File: src/rtl/ring_distributor.sv
// Round-robin distributor: one valid/ready input stream fanned out to PORTS
// registered one-entry output slots, each accepted word going to exactly one port.
module ring_distributor #(
   parameter int PORTS = 4,
   parameter int WIDTH = 8
) (
   input  logic                   i_clock,
   input  logic                   i_aresetn,
   input  logic [WIDTH-1:0]       i_data,
   input  logic                   i_valid,
   output logic                   o_ready,
   output logic [PORTS*WIDTH-1:0] o_data,
   output logic [PORTS-1:0]       o_valid,
   input  logic [PORTS-1:0]       i_ready
);

   localparam int PW = $clog2(PORTS);

   logic [PORTS-1:0] slot_valid_q, slot_valid_d;
   logic [WIDTH-1:0] slot_data_q [PORTS];
   logic [PW-1:0]    last_grant_q, last_grant_d;
   logic [PW-1:0]    grant;
   logic [PW-1:0]    cand;
   logic [PORTS-1:0] free;
   logic [PORTS-1:0] load;
   logic             take;

   assign free    = ~slot_valid_q | i_ready;
   assign o_ready = |free;
   assign take    = i_valid & o_ready;
   assign o_valid = slot_valid_q;

   // Walk the ring backwards so the earliest free port after last_grant wins;
   // offset PORTS wraps to last_grant itself and is the lowest priority.
   always_comb begin
      grant = last_grant_q;
      cand  = last_grant_q;
      for (int k = PORTS; k >= 1; k--) begin
         cand = last_grant_q + PW'(k);
         if (free[cand]) grant = cand;
      end
   end

   assign load         = take ? (PORTS'(1) << grant) : '0;
   assign slot_valid_d = load | (slot_valid_q & ~i_ready);
   assign last_grant_d = take ? grant : last_grant_q;

   always_ff @(posedge i_clock or negedge i_aresetn) begin
      if (!i_aresetn) begin
         slot_valid_q <= '0;
         last_grant_q <= PW'(PORTS - 1);
      end else begin
         slot_valid_q <= slot_valid_d;
         last_grant_q <= last_grant_d;
      end
   end

   generate
      for (genvar gi = 0; gi < PORTS; gi++) begin : g_slot
         // Data only moves on a load, so a stalled slot stays stable.
         always_ff @(posedge i_clock or negedge i_aresetn) begin
            if (!i_aresetn)
               slot_data_q[gi] <= '0;
            else if (load[gi])
               slot_data_q[gi] <= i_data;
         end
         assign o_data[gi*WIDTH +: WIDTH] = slot_data_q[gi];
      end
   endgenerate

endmodule

File: config.mk
export PLATFORM = sky130hd
export DESIGN_NAME = ring_distributor
export DESIGN_NICKNAME = d
export VERILOG_FILES = /design/src/rtl/ring_distributor.sv
export SDC_FILE = /design/constraint.sdc
export NUM_CORES = 1
export LEC_CHECK = 0
export ABC_AREA = 1
export ABC_CLOCK_PERIOD_IN_PS = 2400
export CAP_MARGIN = 10
export CELL_PAD_IN_SITES_DETAIL_PLACEMENT = 1
export CELL_PAD_IN_SITES_GLOBAL_PLACEMENT = 1
export CORE_MARGIN = 3
export CORE_UTILIZATION = 34
export CTS_BUF_LIST = sky130_fd_sc_hd__clkbuf_8 sky130_fd_sc_hd__clkbuf_16
export CTS_CLUSTER_DIAMETER = 60
export CTS_CLUSTER_SIZE = 14
export DETAILED_ROUTE_END_ITERATION = 16
export PLACE_DENSITY_LB_ADDON = 0.15
export REMOVE_ABC_BUFFERS = 1
export SETUP_SLACK_MARGIN = 0.02
export SLEW_MARGIN = 30
export SYNTH_ARGS = -nofsm -noshare
export SYNTH_HDL_FRONTEND = slang
export SYNTH_SLANG_ARGS = --single-unit
File: constraint.sdc
create_clock -name i_clock -period 2.4 [get_ports i_clock]
set_input_delay 0.24 -clock i_clock [delete_from_list [all_inputs] [get_ports i_clock]]
set_output_delay 0.24 -clock i_clock [all_outputs]
set_load 0.01 [all_outputs]
## Word level (Yosys, flattened, before mapping)

Index checks and enable logic that the tools add are counted.

| cells by class | value |
|---|---|
| $add $sub $neg | 3 |
| bitwise logic cells | 6 |
| reduce and logical (&&, ||, !) cells | 1 |
| shifts and indexed selects | 1 |
| muxes and demuxes | 10 |
| order comparisons | 3 |

Operators with widths:

| operator | count |
|---|---|
| $lt 2x3->1 const B | 3 |
| $not 4->4 | 2 |
| $or 4x4->4 | 2 |
| $bmux 1 s2 | 3 |
| $mux 2 | 3 |
| $add 2x2->2 const B | 2 |
| $and 4x4->4 | 1 |
| $mux 4 | 1 |
| $reduce_or 4->1 | 1 |
| $shl 1x2->4 const A | 1 |
| $mux 1 | 3 |
| $add 2x1->2 const B | 1 |
| $and 1x1->1 | 1 |

| storage, ports and cells | value |
|---|---|
| output and inout port bits | 37 |
| register bits | 38 |
| input bits | 15 |

## Logic depth before layout (Yosys ltp)

Gate-level depths: netlist of the first run.

| depth | value |
|---|---|
| depth in word-level cells | 10 |
| gate-level depth with buffers | 14 |
| depth with buffers taken out | 14 |

## Worst setup path before layout of the first run

No wires, ideal clock.

| path | value |
|---|---|
| kind | register to register |
| from | register last_grant_q[0] |
| to | register slot_data_q, in the netlist o_data[28] |
| slack | 701 ps |
| library setup time | 117 ps |
| buffers on the path | 0 |
| arrival | 1582 ps |
| required time | 2283 ps |
| stages on the path, launching flop included | 12 |
| period minus slack after synthesis | 1699 ps |
| cells stage by stage | dfstp_2 > inv_2 > nand3_1 > nand2_1 > nor2_1 > nor2_2 > nand3_1 > nand2_2 > inv_2 > nand3_2 > nand2_1 > nand2_1 |

| on the way | value |
|---|---|
| cells in the longest elaborated chain, start to end | 8 |
| elaborated cells on any way between the ends | 14 |

RTL lines:

| element | line | text |
|---|---|---|
| start: declaration | 21 | `logic [PW-1:0] last_grant_q, last_grant_d;` |
| start signal: assignment | 51 | `last_grant_q <= PW'(PORTS - 1);` |
| start signal: assignment | 54 | `last_grant_q <= last_grant_d;` |
| $add 2x2->2 | 39 | `cand = last_grant_q + PW'(k);` |
| $bmux 1 s2 | 40 | `if (free[cand]) grant = cand;` |
| $mux 1 (not written as such) | 40 |  |
| $mux 2 (2 in a row) | 40 |  |
| $mux 2 (*) | 40 |  |
| $shl 1x2->4 (*) | 44 | `assign load = take ? (PORTS'(1) << grant) : '0;` |
| $mux 4 (*) | 44 |  |
| end signal: indexed assignment | 65 | `slot_data_q[gi] <= i_data;` |
| end: declaration | 20 | `logic [WIDTH-1:0] slot_data_q [PORTS];` |

Mark *: on every way between the ends. The rest lies on a longest branch, timed or not. The select of a mux whose other input is x is not followed.
A chain may end at the register's enable or synchronous reset.

## Worst setup path after layout of the first run

| path | value |
|---|---|
| from | register last_grant_q[0] |
| to | register slot_data_q, in the netlist o_data[30] |

The elaborated chain is that of the path after synthesis.

==> results.md, run 1 <==
- Worst-path cell chain: inv_2 > nand3_1 > nand2_1 > nor2_1 > nor2_2 > nand3_1 > nand2_2 > inv_4 > nand3_2 > nand2_1 > nand2_1
- CTS sink cnt: 38
- Hold violation total from the final report: 0
- Arr. time, crit path: 2310 ps
- Internal power: between 0.002 and 0.0025 W
- HP Class: in -> async
- CP Class: reg -> reg
- WP buf/inv: 2
- Sequential share of power: 0.306
- Crit share post-route: 0.890
- Run status: completed
- RSZ-0062 raised after global routing: false
- DRC errors left: 0
- Clock group share of total power: 0.107
- Synth-to-Final Area Change: 36.7%
- Die Span Y: 78.5 um
- Sw power: 0.00170 W
- Largest net degree at the start of global routing: 39
- DRT Wirelength: 5000 um
- Number of routed nets with antenna violations: 0
- Max frequency: 0.468 GHz
- Worst Setup End Kind: flop
- GRT Total Usage: 0.180
- Max VDD drop: 505 uV
- Total core area: between 4000 and 5000 um2
- CTS H-tree depth: 2
- Avg Cell Area, Syn: 8.55 um2
- Yosys reg bits: 38
- HPWL Detailed: 3740 um
- Filler instances: about 600
- Comb pwr share: 0.587
- Worst slew pin tran: 842 ps
- Reg2reg path depth: 11
- Buffers on Ports: 51
- GP Congestion: ~0.73
- Final slew viol count: 0
- Slew headroom: 0.439
- DR iter-0 viols: 59
- Global route total overflow: 0
- Gate Count Post-Synth: 209
- Startpoint Class: flop
- Post-Synth Simple-Gate Area: 0.378
- CTS max path bufs: 2
- Sw Ratio: 0.451
- Fraction of layout instances using a drive strength above 1: 0.106
- Num CTS Buffers: 5
- Die W: 78.5 um
- Crit path time final: 2140 ps
- Yosys warns: 0
- Worst path top cell family by delay: simple AND/OR/NAND/NOR gates
- Core Rows: 25
- CTS tree: done
- Leakage: about 1.2 nW
- Nets: 279
- Worst EP required: between 2000 and 3000 ps
- Stages on worst setup path: 11
- Clock transition at path regs: 70 ps
- Final setup TNS: 0 ps
- PnR worst setup slack: 263 ps
- Wirelength per Cell: around 15 um
- Clock Latency Late Sink: 280 ps
- Max capacitance violation total: 0
- Final setup fails: 0
- Synth unique cells: 21
- N_diodes: 0
- Setup bufs post-CTS: 0
- First-pass GRT wire length: a little under 9000 um
- Power Total: 0.00377 W
- Drt pass-1 iters: 4
- Post-Synth Adder-Cell Area: 0
- Cell Pwr Density: 1540 nW/um2
- XOR/XNOR Fraction of Synth Area: 0
- Largest family of logic cells by synthesized area: simple AND/OR/NAND/NOR gates
- Post-synthesis sequential area ratio: 0.534
- Via-to-Cell Ratio: 4.89
- Hold slack: 45.6 ps
- Vias in the first global route: between 1500 and 2000
- Crit-path slowest cell: dfstp_2
- Mapped Area: 1790 um2
- Crit path top cell by count: nand2_1
- Initial antenna violation count: 0
- Synth Area in Compound Gates: 0.0322
- Max stage delay on crit path: 610 ps
- CP max FO: 11
- Initial Utilization: 0.364
- Die area: 6160 um2
- Post-synthesis mux area share: 0
- DR vias: between 1500 and 2000
- CTS root buffer: clkbuf_8
- Clock skew: between 4 and 5 ps
- I/O pin cnt: 52
- Pre-CTS WS: 157 ps
==> sequential cells by signal (all words and copies together), names as in the netlist <==
name,flops
o_valid,4
last_grant_q,2
o_data,32
==> layout make-up <==
class / count / area, um2 / area share
Inverter: 12 / 47.5 / 0.0195
Clock buffer: 5 / 68.8 / 0.0282
Multi-Input combinational cell: 151 / 738 / 0.302
Tap cell: 67 / 83.8 / 0.0343
Timing Repair Buffer: 56 / 543 / 0.222
Clock inverter: 2 / 7.51 / 0.00307
Sequential cell: 38 / 953 / 0.390
==> cells by family after synthesis <==
group / count (synthesis)
simple gates: 140
buf+inv: 20
flops: 38
compound gates: 11
==> metal layers <==
metal  up-vias  global-route usage  part of all wire
met5         -                   0                 0
met4         0              0.0420            0.0088
met3         4              0.0424             0.039
met2        34               0.284              0.46
met1       778               0.251              0.49
li1        801                   -                 -
==> synth_stat cells <==
library cell	n	area [um2]
nor2_1	4	15.0
o21ai_0	10	50.1
nand3_2	3	30.0
nand2_2	4	25.0
clkbuf_2	1	5.00
nand4_1	24	150
dfstp_2	2	52.6
inv_2	3	11.3
clkbuf_1	2	7.51
nor2_2	2	12.5
nand2_1	86	323
buf_4	2	15.0
o21a_1	1	7.51
nand3_4	1	17.5
nor2_4	1	11.3
inv_1	9	33.8
buf_6	2	22.5
nand3_1	14	70.1
buf_2	1	5.00
nand4_4	1	21.3
dfrtp_1	36	901
==> metrics by stage <==
step,cell area (um2),utilization,cells
after CTS,2430,0.496,331
after global routing,2440,0.497,331
after detailed placement,2360,0.480,324
final,2440,0.497,331
after global placement,2360,0.480,324
after floorplan,1730,-,201
==> worst reg2reg max path, cell delays in order, from the launching register on <==
cell and delay [ps]:
dfstp_2 610, inv_2 110, nand3_1 110, nand2_1 80
nor2_1 180, nor2_2 60, nand3_1 120, nand2_2 190
inv_4 180, nand3_2 210, nand2_1 120, nand2_1 50
==> cell usage in the layout (no fill, tap or decap), types with 3 or more instances in the layout <==
cell | netlist | layout
nand2_2 | 4 | 3
nand4_1 | 24 | 24
clkdlybuf4s50_1 | 0 | 50
o21ai_0 | 10 | 10
nand3_2 | 3 | 3
dfrtp_1 | 36 | 36
nand3_1 | 14 | 14
nor2_1 | 4 | 4
buf_4 | 2 | 5
inv_1 | 9 | 11
clkbuf_8 | 0 | 5
nand2_1 | 86 | 86
==> path summary, 6_finish.rpt <==
kind / from / slack (ps) / endpoint
hold / removal: i_aresetn / 50 / o_valid[2]$_DFF_PN0_
setup reg to reg: last_grant_q[0]$_DFFE_PN1P_ / 260 / o_data[30]$_DFFE_PN0P_
max in group asynchronous: i_aresetn / 1810 / o_data[8]$_DFFE_PN0P_
min in group i_clock: o_data[26]$_DFFE_PN0P_ / 480 / o_data[26]$_DFFE_PN0P_
setup / recovery: last_grant_q[0]$_DFFE_PN1P_ / 260 / o_data[30]$_DFFE_PN0P_
hold reg to reg: o_data[26]$_DFFE_PN0P_ / 480 / o_data[26]$_DFFE_PN0P_
==> power by group through the flow <==
| stage | Sequential [W] | Combinational, W | Clock (W) |
|---|---|---|---|
| 2_1_floorplan | 0.00126 | 0.00109 | 0 |
| 3_3_place_gp | 0.00116 | 0.00215 | 0 |
| 3_5_place_dp | 0.00116 | 0.00221 | 0 |
| 4_1_cts | 0.00116 | 0.00222 | 0.000414 |
| 5_1_grt | 0.00120 | 0.00249 | 0.000443 |
| 6_report | 0.00115 | 0.00221 | 0.000404 |
==> repair_timing <==
| item | 4_1_cts | 5_1_grt |
|---|---|---|
| gates resized for setup | 0 | 2 |
| setup endpoints to repair | 0 | 10 |
| hold buffers | 0 | 0 |
Note: power is estimated with default switching activity, not from simulation.
==> run 2: changes to the inputs <==
Settings changed: CORE_MARGIN 3 to default.
==> results.md, run 2 (synthesis results as in run 1) <==
- Run status: completed
- Worst EP required: 2570 ps
- Drt pass-1 iters: 4
- HP Class: in -> async
- CP max FO: 11
- Synth-to-Final Area Change: 39.3%
- Reg2reg path depth: 11
- Die area: 5550 um2
- Placed cell areas: 2380 um2
- DR vias: 1642
- CTS sink cnt: 38
- Initial Utilization: 0.352
- Final setup TNS: 0 ps
- RSZ-0062 raised after global routing: false
- Buffers on Ports: 51
- Slew headroom: 0.667
- CP Class: reg -> reg
- First-pass GRT wire length: 8350 um
- DRC errors left: 0
- R2R Setup Slk: 310 ps
- Setup bufs post-CTS: 0
- Clock skew: 4.33 ps
- Clock Latency Late Sink: around 280 ps
- CTS max path bufs: 2
- Wirelength per Cell: 14.9 um
- FF-to-FF End: o_data[30]$_DFFE_PN0P_
- Core Rows: 26
- Crit share post-route: 0.871
- Final setup fails: 0
- Nets: 282
- Max frequency: around 0.48 GHz
- Cell Pwr Density: 1550 nW/um2
- Worst slew pin tran: 499 ps
- Num CTS Buffers: 5
- Filler instances: 639
- GP Congestion: 0.768
- Number of routed nets with antenna violations: 0
- DR iter-0 viols: between 70 and 80
- Final slew viol count: 0
- Worst Setup End Kind: flop
- CTS root buffer: clkbuf_8
- Leakage: 1.22 nW
- Global route total overflow: 0
- Critical path launch point: last_grant_q[0]$_DFFE_PN1P_
- Startpoint Class: flop
- N_diodes: 0
- Max capacitance violation total: 0
- Commonest non-fill, non-tap cell in the layout: nand2_1
- Fraction of layout instances using a drive strength above 1: 0.119
- Fin area: between 2000 and 2500 um2
- I/O pin cnt: 52
- Max reg flops: 32
- Hold violation total from the final report: 0
- Crit path time final: 2090 ps
- Clock transition at path regs: 80 ps
- CTS tree: done
- Largest net degree at the start of global routing: 39
- Vias in the first global route: about 1700
- Arr. time, crit path: 2260 ps
- Die W: 74.5 um
- Total core area: 5070 um2
- GRT Total Usage: 0.203
- Reg2reg start: last_grant_q[0]$_DFFE_PN1P_
- Max VDD drop: approximately 650 uV
- Die Span Y: roughly 74 um
- CTS H-tree depth: 2
- Most frequent cells in the layout: nand2_1, clkdlybuf4s50_1, dfrtp_1, nand4_1, nand3_1
- Initial antenna violation count: 0
- Via-to-Cell Ratio: 4.86
- DRT Wirelength: 5020 um
- HPWL Detailed: between 3000 and 4000 um
==> run 2: layout make-up <==
class	instances	area, um2	share of cell area
clock buffers	6	82.6	0.0332
clock inverters	2	8.76	0.00352
inverters	12	47.5	0.0191
multi-input cells	151	738	0.297
flip-flops and latches	38	953	0.383
well taps	70	87.6	0.0352
repair buffers	59	571	0.229
==> run 2: report_power, final <==
group	switching [W]	total, W	internal, W	leakage [nW]
clock	0.000228	0.000456	0.000228	0.0524
sequential	0.000189	0.00115	0.000960	0.474
combinational	0.00130	0.00224	0.000946	0.690
total	0.00171	0.00385	0.00213	1.22
==> run 2: how the worst max path moves through the flow <==
stage,end,slack (ps),depth (start not counted)
3_3_place_gp,o_data[30]$_DFFE_PN0P_,240,13
6_report,o_data[30]$_DFFE_PN0P_,310,11
5_1_grt,o_data[27]$_DFFE_PN0P_,100,11
4_1_cts,o_data[30]$_DFFE_PN0P_,180,11
3_5_place_dp,o_data[30]$_DFFE_PN0P_,120,13
2_1_floorplan,o_data[16]$_DFFE_PN0P_,360,13
==> run 2: stage by stage <==
| step | power, W | util | instances | hold slack (ps) | worst slack, ps |
|---|---|---|---|---|---|
| after floorplan | 0.00235 | - | 201 | -55.6 | 364 |
| after global placement | 0.00335 | 0.468 | 329 | 399 | 235 |
| after detailed placement | 0.00340 | 0.468 | 329 | 409 | 116 |
| after CTS | 0.00387 | 0.486 | 337 | 95.0 | 183 |
| after global routing | 0.00419 | 0.490 | 338 | 504 | 99.1 |
| final | 0.00385 | 0.490 | 338 | 467 | 310 |
==> run 2: routing by layer <==
layer	track usage	up-vias	wire length, um
met5	0	-	0
met4	0.0503	0	46
met3	0.0393	4	181
met2	0.315	33	2400
met1	0.291	797	2400
li1	-	808	-
==> run 2: repair_timing <==
item | 4_1_cts | 5_1_grt
hold buffers | 0 | 1
setup endpoints to repair | 0 | 8
endpoints found under the hold margin | 0 | 36
resized for setup | 0 | 2
==> run 2: critical path, cell delays in order, from the launching register on <==
cell and delay, ps:
dfstp_2 620, inv_2 110, nand3_1 100, nand2_1 80, nor2_1 190, nor2_2 60, nand3_1 140, nand2_4 150
inv_4 150, nand3_2 200, nand2_1 120, nand2_1 60
==> run 3: changes to the inputs <==
Settings changed: CTS_CLUSTER_SIZE 14 to 30.
==> results of run 3 <==
No change in the layout: final DEF, timing and power equal those of run 2.
